==> src/rtl/std_gray_pointer.sv <==
// std_gray_pointer: one side of a dual-clock FIFO pointer pair (full/empty).
// Optional fill level output enabled by defining STD_GRAY_POINTER_LEVEL_EN.
module std_gray_pointer #(
  parameter int WIDTH       = 4,
  parameter int SYNC_STAGES = 2,
  parameter bit IS_WRITE    = 1'b1
) (
  input  logic             i_clk,
  input  logic             i_rst_n,
  input  logic             i_inc,
  input  logic [WIDTH:0]   i_remote_gray,
  output logic [WIDTH:0]   o_ptr_gray,
  output logic [WIDTH-1:0] o_addr,
  output logic             o_status,
  output logic [WIDTH:0]   o_level
);

  localparam logic [WIDTH:0] FULL_MASK =
    {2'b11, {(WIDTH-1){1'b0}}};

  logic [WIDTH:0] bin_q;
  logic [WIDTH:0] gray_q;
  logic           status_q;
  logic [WIDTH:0] sync_q [SYNC_STAGES];

  logic           adv;
  logic [WIDTH:0] bin_next;
  logic [WIDTH:0] gray_next;
  logic [WIDTH:0] rg_sync;
  logic           status_next;

  assign adv       = i_inc & ~status_q;
  assign bin_next  = bin_q + {{WIDTH{1'b0}}, adv};
  assign gray_next = bin_next ^ (bin_next >> 1);
  assign rg_sync   = sync_q[SYNC_STAGES-1];

  // Write side is full when the pointers differ only in the top two Gray bits
  always_comb begin
    status_next = 1'b0;
    if (IS_WRITE)
      status_next = (gray_next == (rg_sync ^ FULL_MASK));
    else
      status_next = (gray_next == rg_sync);
  end

  always_ff @(posedge i_clk or negedge i_rst_n) begin
    if (!i_rst_n) begin
      for (int i = 0; i < SYNC_STAGES; i++)
        sync_q[i] <= '0;
    end else begin
      sync_q[0] <= i_remote_gray;
      for (int i = 1; i < SYNC_STAGES; i++)
        sync_q[i] <= sync_q[i-1];
    end
  end

  always_ff @(posedge i_clk or negedge i_rst_n) begin
    if (!i_rst_n) begin
      bin_q    <= '0;
      gray_q   <= '0;
      status_q <= !IS_WRITE;
    end else begin
      bin_q    <= bin_next;
      gray_q   <= gray_next;
      status_q <= status_next;
    end
  end

  assign o_ptr_gray = gray_q;
  assign o_addr     = bin_q[WIDTH-1:0];
  assign o_status   = status_q;

`ifdef STD_GRAY_POINTER_LEVEL_EN
  logic [WIDTH:0] rb_sync;
  logic [WIDTH:0] level_next;
  logic [WIDTH:0] level_q;

  // Gray to binary: bit k is the XOR of all bits at or above k
  always_comb begin
    rb_sync = '0;
    for (int k = 0; k <= WIDTH; k++)
      rb_sync[k] = ^(rg_sync >> k);
  end

  always_comb begin
    level_next = '0;
    if (IS_WRITE)
      level_next = bin_next - rb_sync;
    else
      level_next = rb_sync - bin_next;
  end

  always_ff @(posedge i_clk or negedge i_rst_n) begin
    if (!i_rst_n)
      level_q <= '0;
    else
      level_q <= level_next;
  end

  assign o_level = level_q;
`else
  assign o_level = '0;
`endif

endmodule

==> config.mk <==
export PLATFORM = sky130hd
export DESIGN_NAME = std_gray_pointer
export DESIGN_NICKNAME = d
export VERILOG_FILES = /design/src/rtl/std_gray_pointer.sv
export SDC_FILE = /design/constraint.sdc
export NUM_CORES = 1
export LEC_CHECK = 0
export CORE_MARGIN = 8
export CORE_UTILIZATION = 40
export DETAILED_ROUTE_END_ITERATION = 8
export PLACE_DENSITY = 0.7
export SLEW_MARGIN = 40
export SYNTH_ARGS = -nofsm -noshare
export SYNTH_HDL_FRONTEND = slang
export SYNTH_SLANG_ARGS = --single-unit
export TNS_END_PERCENT = 50
==> constraint.sdc <==
create_clock -name i_clk -period 5.4 [get_ports i_clk]
set_input_delay 1.08 -clock i_clk [delete_from_list [all_inputs] [get_ports i_clk]]
set_output_delay 1.08 -clock i_clk [all_outputs]
set_load 0.03 [all_outputs]
==> flow_summary.toml, run 1 <==
[global_route]
grt_pass1_wl_um = 1966
track_usage_pct = 7.511
grt_start_max_net_pins = 21
grt.overflow.total = 0
grt_pass1_vias = 473
antenna_found_initial = 0

[detailed_routing]
initialDrtViolationCount = 2
wl_per_cell_um = 11.26
ant_nets = 0
vias = 440
drc = 0
firstDrtPassIters = 2
wirelength_um = 1126
drt-vias-per-instance = 4.400

[setup_path]
critPathTopFamily = "adder cells"
max_stage_delay_ns = 0.45
crit_buf_inv = 1
r2r-start = "o_status$_DFF_PN0_"
crit_chain = "clkdlybuf4s50_1, nor2b_1, ha_1, ha_1, xor2_1, xnor2_1, mux2i_1, nor4_1"
reg2reg_slack_ns = 3.38
worst_setup_path_start_kind = "input port"
critPathKind = "input port to flip-flop"
critPathArrivalTime_ns = 3.07
crit_fanout = 5
critPathCaptureType = "flip-flop"
reg2reg_depth = 7
r2r-end = "o_status$_DFF_PN0_"
worstPathRequired_ns = 5.60
slowest_stage = "clkdlybuf4s50_1"
cpMostUsedCell = "ha_1"

[clock_tree]
cts-resized-gates = 0
clk_pin_slew_ns = 0.11
cts_buffers = 3
cts_tree = "built"
clockBufferDepth = 2
h-tree-depth = 1
cts-root-buf = "clkbuf_4"
postCtsSetupRepairBufs = 0
cts_sinks = 20
insertion_delay_ns = 0.29
ctsHoldBuffers = 0

[worst_hold_path]
hp-start = "sync_q[5]$_DFF_PN0_"
hold_path_class = "flip-flop to flip-flop"
holdPathStages = 0
whs_endpoint = "rg_sync[0]$_DFF_PN0_"

[power_and_ir_drop]
total_leakage_power_nw = 0.4341
intPower_mw = 0.3859
combPwrFrac_pct = 51.5
power_density_nw_per_um2 = 649.5
p_sw_mw = 0.2546
seqPwrFrac_pct = 35.6
ir_drop_uv = 251.6
p_clk_share_pct = 13.0
swShare_pct = 39.75

[cells_and_area]
layout_common_cells = "dfrtp_1 (20), clkdlybuf4s50_1 (16), xnor2_1 (7)"
fin_nets = 84
diodes = 0
area_growth_pct = 27.51
drive_gt1_share_pct = 10.96
mostFrequentLayoutCell = "dfrtp_1"

[synth]
synth_top_family_by_area = "XOR/XNOR gates"
synth_mux_area_share_pct = 1.294
synth-adder-area-share_pct = 3.236
synth-xor-area-share_pct = 16.83
ys_ff_latch = 20
synth_cell_types = 18
syn-mean-instance-area_um2 = 14.59
syn-cell-area_um2 = 773.2
synth-simple-area-share_pct = 5.340
synth_compound_area_share_pct = 3.236
syn_inst = 53
seq_area_frac_synth_pct = 64.72
synth_warnings = 0

[sta]
finalHoldViolations = 0
clock_skew_ns = 0.002992
rsz0062_at_grt = "no"
fin_tns_setup_ns = 0
worst_hold_slack_ns = 0.3595
final_max_slew_viol_count = 0
setup_ws_ns = 2.534
max_freq_mhz = 348.9
setup_viol_count_final = 0
period_share_pct = 53.08
finalCriticalPeriod_ns = 2.866

[placement]
place.port_buffers = 17
post-place-ws_ns = 2.205
routabilityCongestion = 0.7547

[status]
status = "finished, final reports clean"

[floorplan]
core-area_um2 = 1882
dieHeight_um = 59.97
dieArea_um2 = 3596
fp.dieW_um = 59.97
start_util_pct = 41.09
io_pins = 23
rows = 16

[job]
max_cap_viol_count = 0
cells by family after synthesis:
kind of cell	after synthesis
AND/OR/NAND/NOR	7
AO/OA/AOI/OAI	3
XOR/XNOR	14
buffers and inverters	5
adder cells (fa/ha/maj)	2
multiplexers	1
flip-flops	20
other	1
flip-flops by register name, summed over array words and instances, names as in the netlist:
| signal | count |
|---|---|
| o_status | 1 |
| bin_q | 5 |
| rg_sync | 5 |
| sync_q | 5 |
| o_ptr_gray | 4 |
routing by layer:
| metal | track usage, % | part of all wire [%] | up-vias |
|---|---|---|---|
| met5 | 0 | 0 | - |
| met4 | 6.122 | 1.1 | 0 |
| met3 | 2.796 | 9.8 | 2 |
| met2 | 11.85 | 50 | 12 |
| met1 | 7.781 | 39 | 224 |
| li1 | - | - | 202 |
area by class of cell:
type	count	area [µm²]
well taps	27	33.78
multi-input cells	32	250.2
repair buffers	17	165.2
fillers	191	895.9
clock buffers	4	36.28
flip-flops and latches	20	500.5
power groups by stage:
stage          Clock (mW)  Sequential (mW)  Combinational (mW)
2_1_floorplan           0            0.304               0.154
5_1_grt            0.0927            0.235               0.356
3_3_place_gp            0            0.231               0.332
3_5_place_dp            0            0.233               0.334
4_1_cts            0.0878            0.229               0.336
6_report           0.0830            0.228               0.330
worst register-to-register path: stages (launching register included):
cell     delay [ns]
dfrtp_1        0.40
nor2b_1        0.14
ha_1           0.26
ha_1           0.29
xor2_1         0.32
xnor2_1        0.18
mux2i_1        0.10
nor4_1         0.25
synthesized netlist by cell type:
master	n	area, µm²
conb_1	1	3.750
buf_4	5	37.54
xnor2_1	7	61.31
nor2_1	1	3.750
ha_1	2	25.02
nor4_1	1	6.260
mux2i_1	1	10.01
and2_1	1	6.260
a21boi_0	1	7.510
dfrtp_1	20	500.5
nand3_1	1	5.000
o22ai_1	1	6.260
xor2_1	6	52.55
and3_2	1	7.510
nor2b_1	1	6.260
a21boi_2	1	11.26
nand4_1	1	6.260
xnor2_2	1	16.27
through the flow:
stage,util (%),instance area [µm²],std cells,power [mW]
floorplan,-,788.3,57,0.4576
global placement,50.73,954.7,96,0.5626
detailed placement,50.47,949.7,96,0.5665
CTS,52.39,985.9,100,0.6532
global route,52.39,985.9,100,0.6831
finish,52.39,985.9,100,0.6404
worst max-delay path by stage:
stage / from / cells past startpoint / endpoint / slack (ns)
6_report: i_inc / 8 / o_status$_DFF_PN0_ / 2.53
3_5_place_dp: i_inc / 8 / o_status$_DFF_PN0_ / 2.20
3_3_place_gp: i_inc / 8 / o_status$_DFF_PN0_ / 2.27
5_1_grt: i_inc / 8 / o_status$_DFF_PN0_ / 2.36
4_1_cts: i_inc / 8 / o_status$_DFF_PN0_ / 2.51
2_1_floorplan: i_inc / 7 / o_status$_DFF_PN0_ / 2.88
Note: power is estimated with default switching activity, not from simulation.
==> run 2, diff against run 1 <==
PLACE_DENSITY = 0.72   (was 0.7)
clock period = 2.6 ns   (was 5.4 ns; I/O delays follow)
==> flow_summary.toml, run 2 (synthesis gave the netlist of run 1 again) <==
[status]
status = "finished, final reports clean"

[floorplan]
start_util_pct = 41.09
dieHeight_um = 59.97
dieArea_um2 = 3596
rows = 16
core-area_um2 = 1882
fp.dieW_um = 59.97
io_pins = 23

[power_and_ir_drop]
finalPower_mw = 1.359
swShare_pct = 39.81
combPwrFrac_pct = 52.5
seqPwrFrac_pct = 34.8
intPower_mw = 0.8179
ir_drop_uv = 684.1
power_density_nw_per_um2 = 1351
p_sw_mw = 0.5409
p_clk_share_pct = 12.8
total_leakage_power_nw = 0.4437

[global_route]
grt.overflow.total = 0
antenna_found_initial = 0
grt_pass1_wl_um = 2173
grt_start_max_net_pins = 21
track_usage_pct = 8.048
grt_pass1_vias = 497
top_usage_layer = "met2"
grt_use_met1_pct = 8.046
use_met2_pct = 14.62
grtUsageMet3_pct = 2.151

[clock_tree]
cts_buffers = 3
clk_pin_slew_ns = 0.11
clockBufferDepth = 2
cts-root-buf = "clkbuf_4"
postCtsSetupRepairBufs = 0
h-tree-depth = 1
cts_sinks = 20
insertion_delay_ns = 0.29
cts-resized-gates = 0
cts_tree = "built"
ctsHoldBuffers = 0

[placement]
routabilityCongestion = 0.7248
place.port_buffers = 17
post-place-ws_ns = 0.03372
hpwl_um = 986.4
place_area_um2 = 969.7

[setup_path]
worst_setup_path_start_kind = "input port"
slowest_stage = "clkdlybuf4s50_1"
crit_chain = "clkdlybuf4s50_1, nor2b_1, ha_1, ha_1, xor2_1, xnor2_1, mux2i_1, nor4_1"
crit_fanout = 5
critPathArrivalTime_ns = 2.41
worstPathRequired_ns = 2.80
cp.depth = 8
reg2reg_depth = 7
cpMostUsedCell = "ha_1"
critPathKind = "input port to flip-flop"
crit_buf_inv = 1
r2r-end = "o_status$_DFF_PN0_"
r2r-start = "o_status$_DFF_PN0_"
critPathTopFamily = "adder cells"
max_stage_delay_ns = 0.44
reg2reg_slack_ns = 0.67
critPathCaptureType = "flip-flop"

[sta]
setup_viol_count_final = 0
clock_skew_ns = 0.006966
final_max_slew_viol_count = 0
worst_hold_slack_ns = 0.3594
finalHoldViolations = 0
fin_tns_setup_ns = 0
setup_ws_ns = 0.3881
period_share_pct = 85.07
rsz0062_at_grt = "no"
max_freq_mhz = 452.1
finalCriticalPeriod_ns = 2.212

[detailed_routing]
wirelength_um = 1253
vias = 432
initialDrtViolationCount = 0
ant_nets = 0
wl_per_cell_um = 12.28
firstDrtPassIters = 1
drc = 0
drt-vias-per-instance = 4.235

[cells_and_area]
fillers = 178
diodes = 0
fin_nets = 86
layout_common_cells = "dfrtp_1 (20), clkdlybuf4s50_1 (17), xnor2_1 (7)"
mostFrequentLayoutCell = "dfrtp_1"
fin_area_um2 = 1006
area_growth_pct = 30.10
multi_input_area_um2 = 250.2
seq_area_um2 = 500.5
drive_gt1_share_pct = 12.00

[worst_hold_path]
hp-start = "sync_q[8]$_DFF_PN0_"
holdPathStages = 0
whs_endpoint = "rg_sync[3]$_DFF_PN0_"
hold_path_class = "flip-flop to flip-flop"

[job]
max_cap_viol_count = 0
## run 2: changes by cell type in the layout (fill, tap and decap cells not counted), sizes merged
cell | before | now
clkdlybuf4s50 | 16 | 17
buf | 1 | 2
## run 2: cell type report
| type | instances | share of cell area, % |
|---|---|---|
| Clock buffer | 4 | 3.607 |
| Multi-Input combinational cell | 32 | 24.88 |
| Sequential cell | 20 | 49.75 |
| Tap cell | 27 | 3.358 |
| Timing Repair Buffer | 19 | 18.41 |
## run 2: stage by stage
stage / instances / util (%)
final: 102 / 53.46
after global routing: 102 / 53.46
after detailed placement: 98 / 51.53
after floorplan: 57 / -
after global placement: 98 / 51.53
after CTS: 102 / 53.46
## run 2: worst max path at each step
stage | from | endpoint | slack (ns)
floorplan | i_inc | o_status$_DFF_PN0_ | 0.64
global placement | i_inc | o_status$_DFF_PN0_ | 0.02
detailed placement | i_inc | o_status$_DFF_PN0_ | 0.03
CTS | i_inc | o_status$_DFF_PN0_ | 0.34
global route | i_inc | o_status$_DFF_PN0_ | 0.16
finish | i_inc | o_status$_DFF_PN0_ | 0.39
## run 2: per-layer routing
metal	vias to the layer above	part of all wire, %	wire (µm)
li1	208	-	-
met1	210	40	501
met2	12	54	679
met3	2	5.1	64
met4	0	0.56	7
met5	-	0	0
## run 2: power by group through the flow
stage          registers [mW]  logic [mW]  clock network [mW]
2_1_floorplan           0.630       0.320                   0
3_3_place_gp            0.476       0.708                   0
3_5_place_dp            0.481       0.725                   0
4_1_cts                 0.473       0.730               0.179
5_1_grt                 0.488       0.777               0.192
6_report                0.472       0.713               0.173
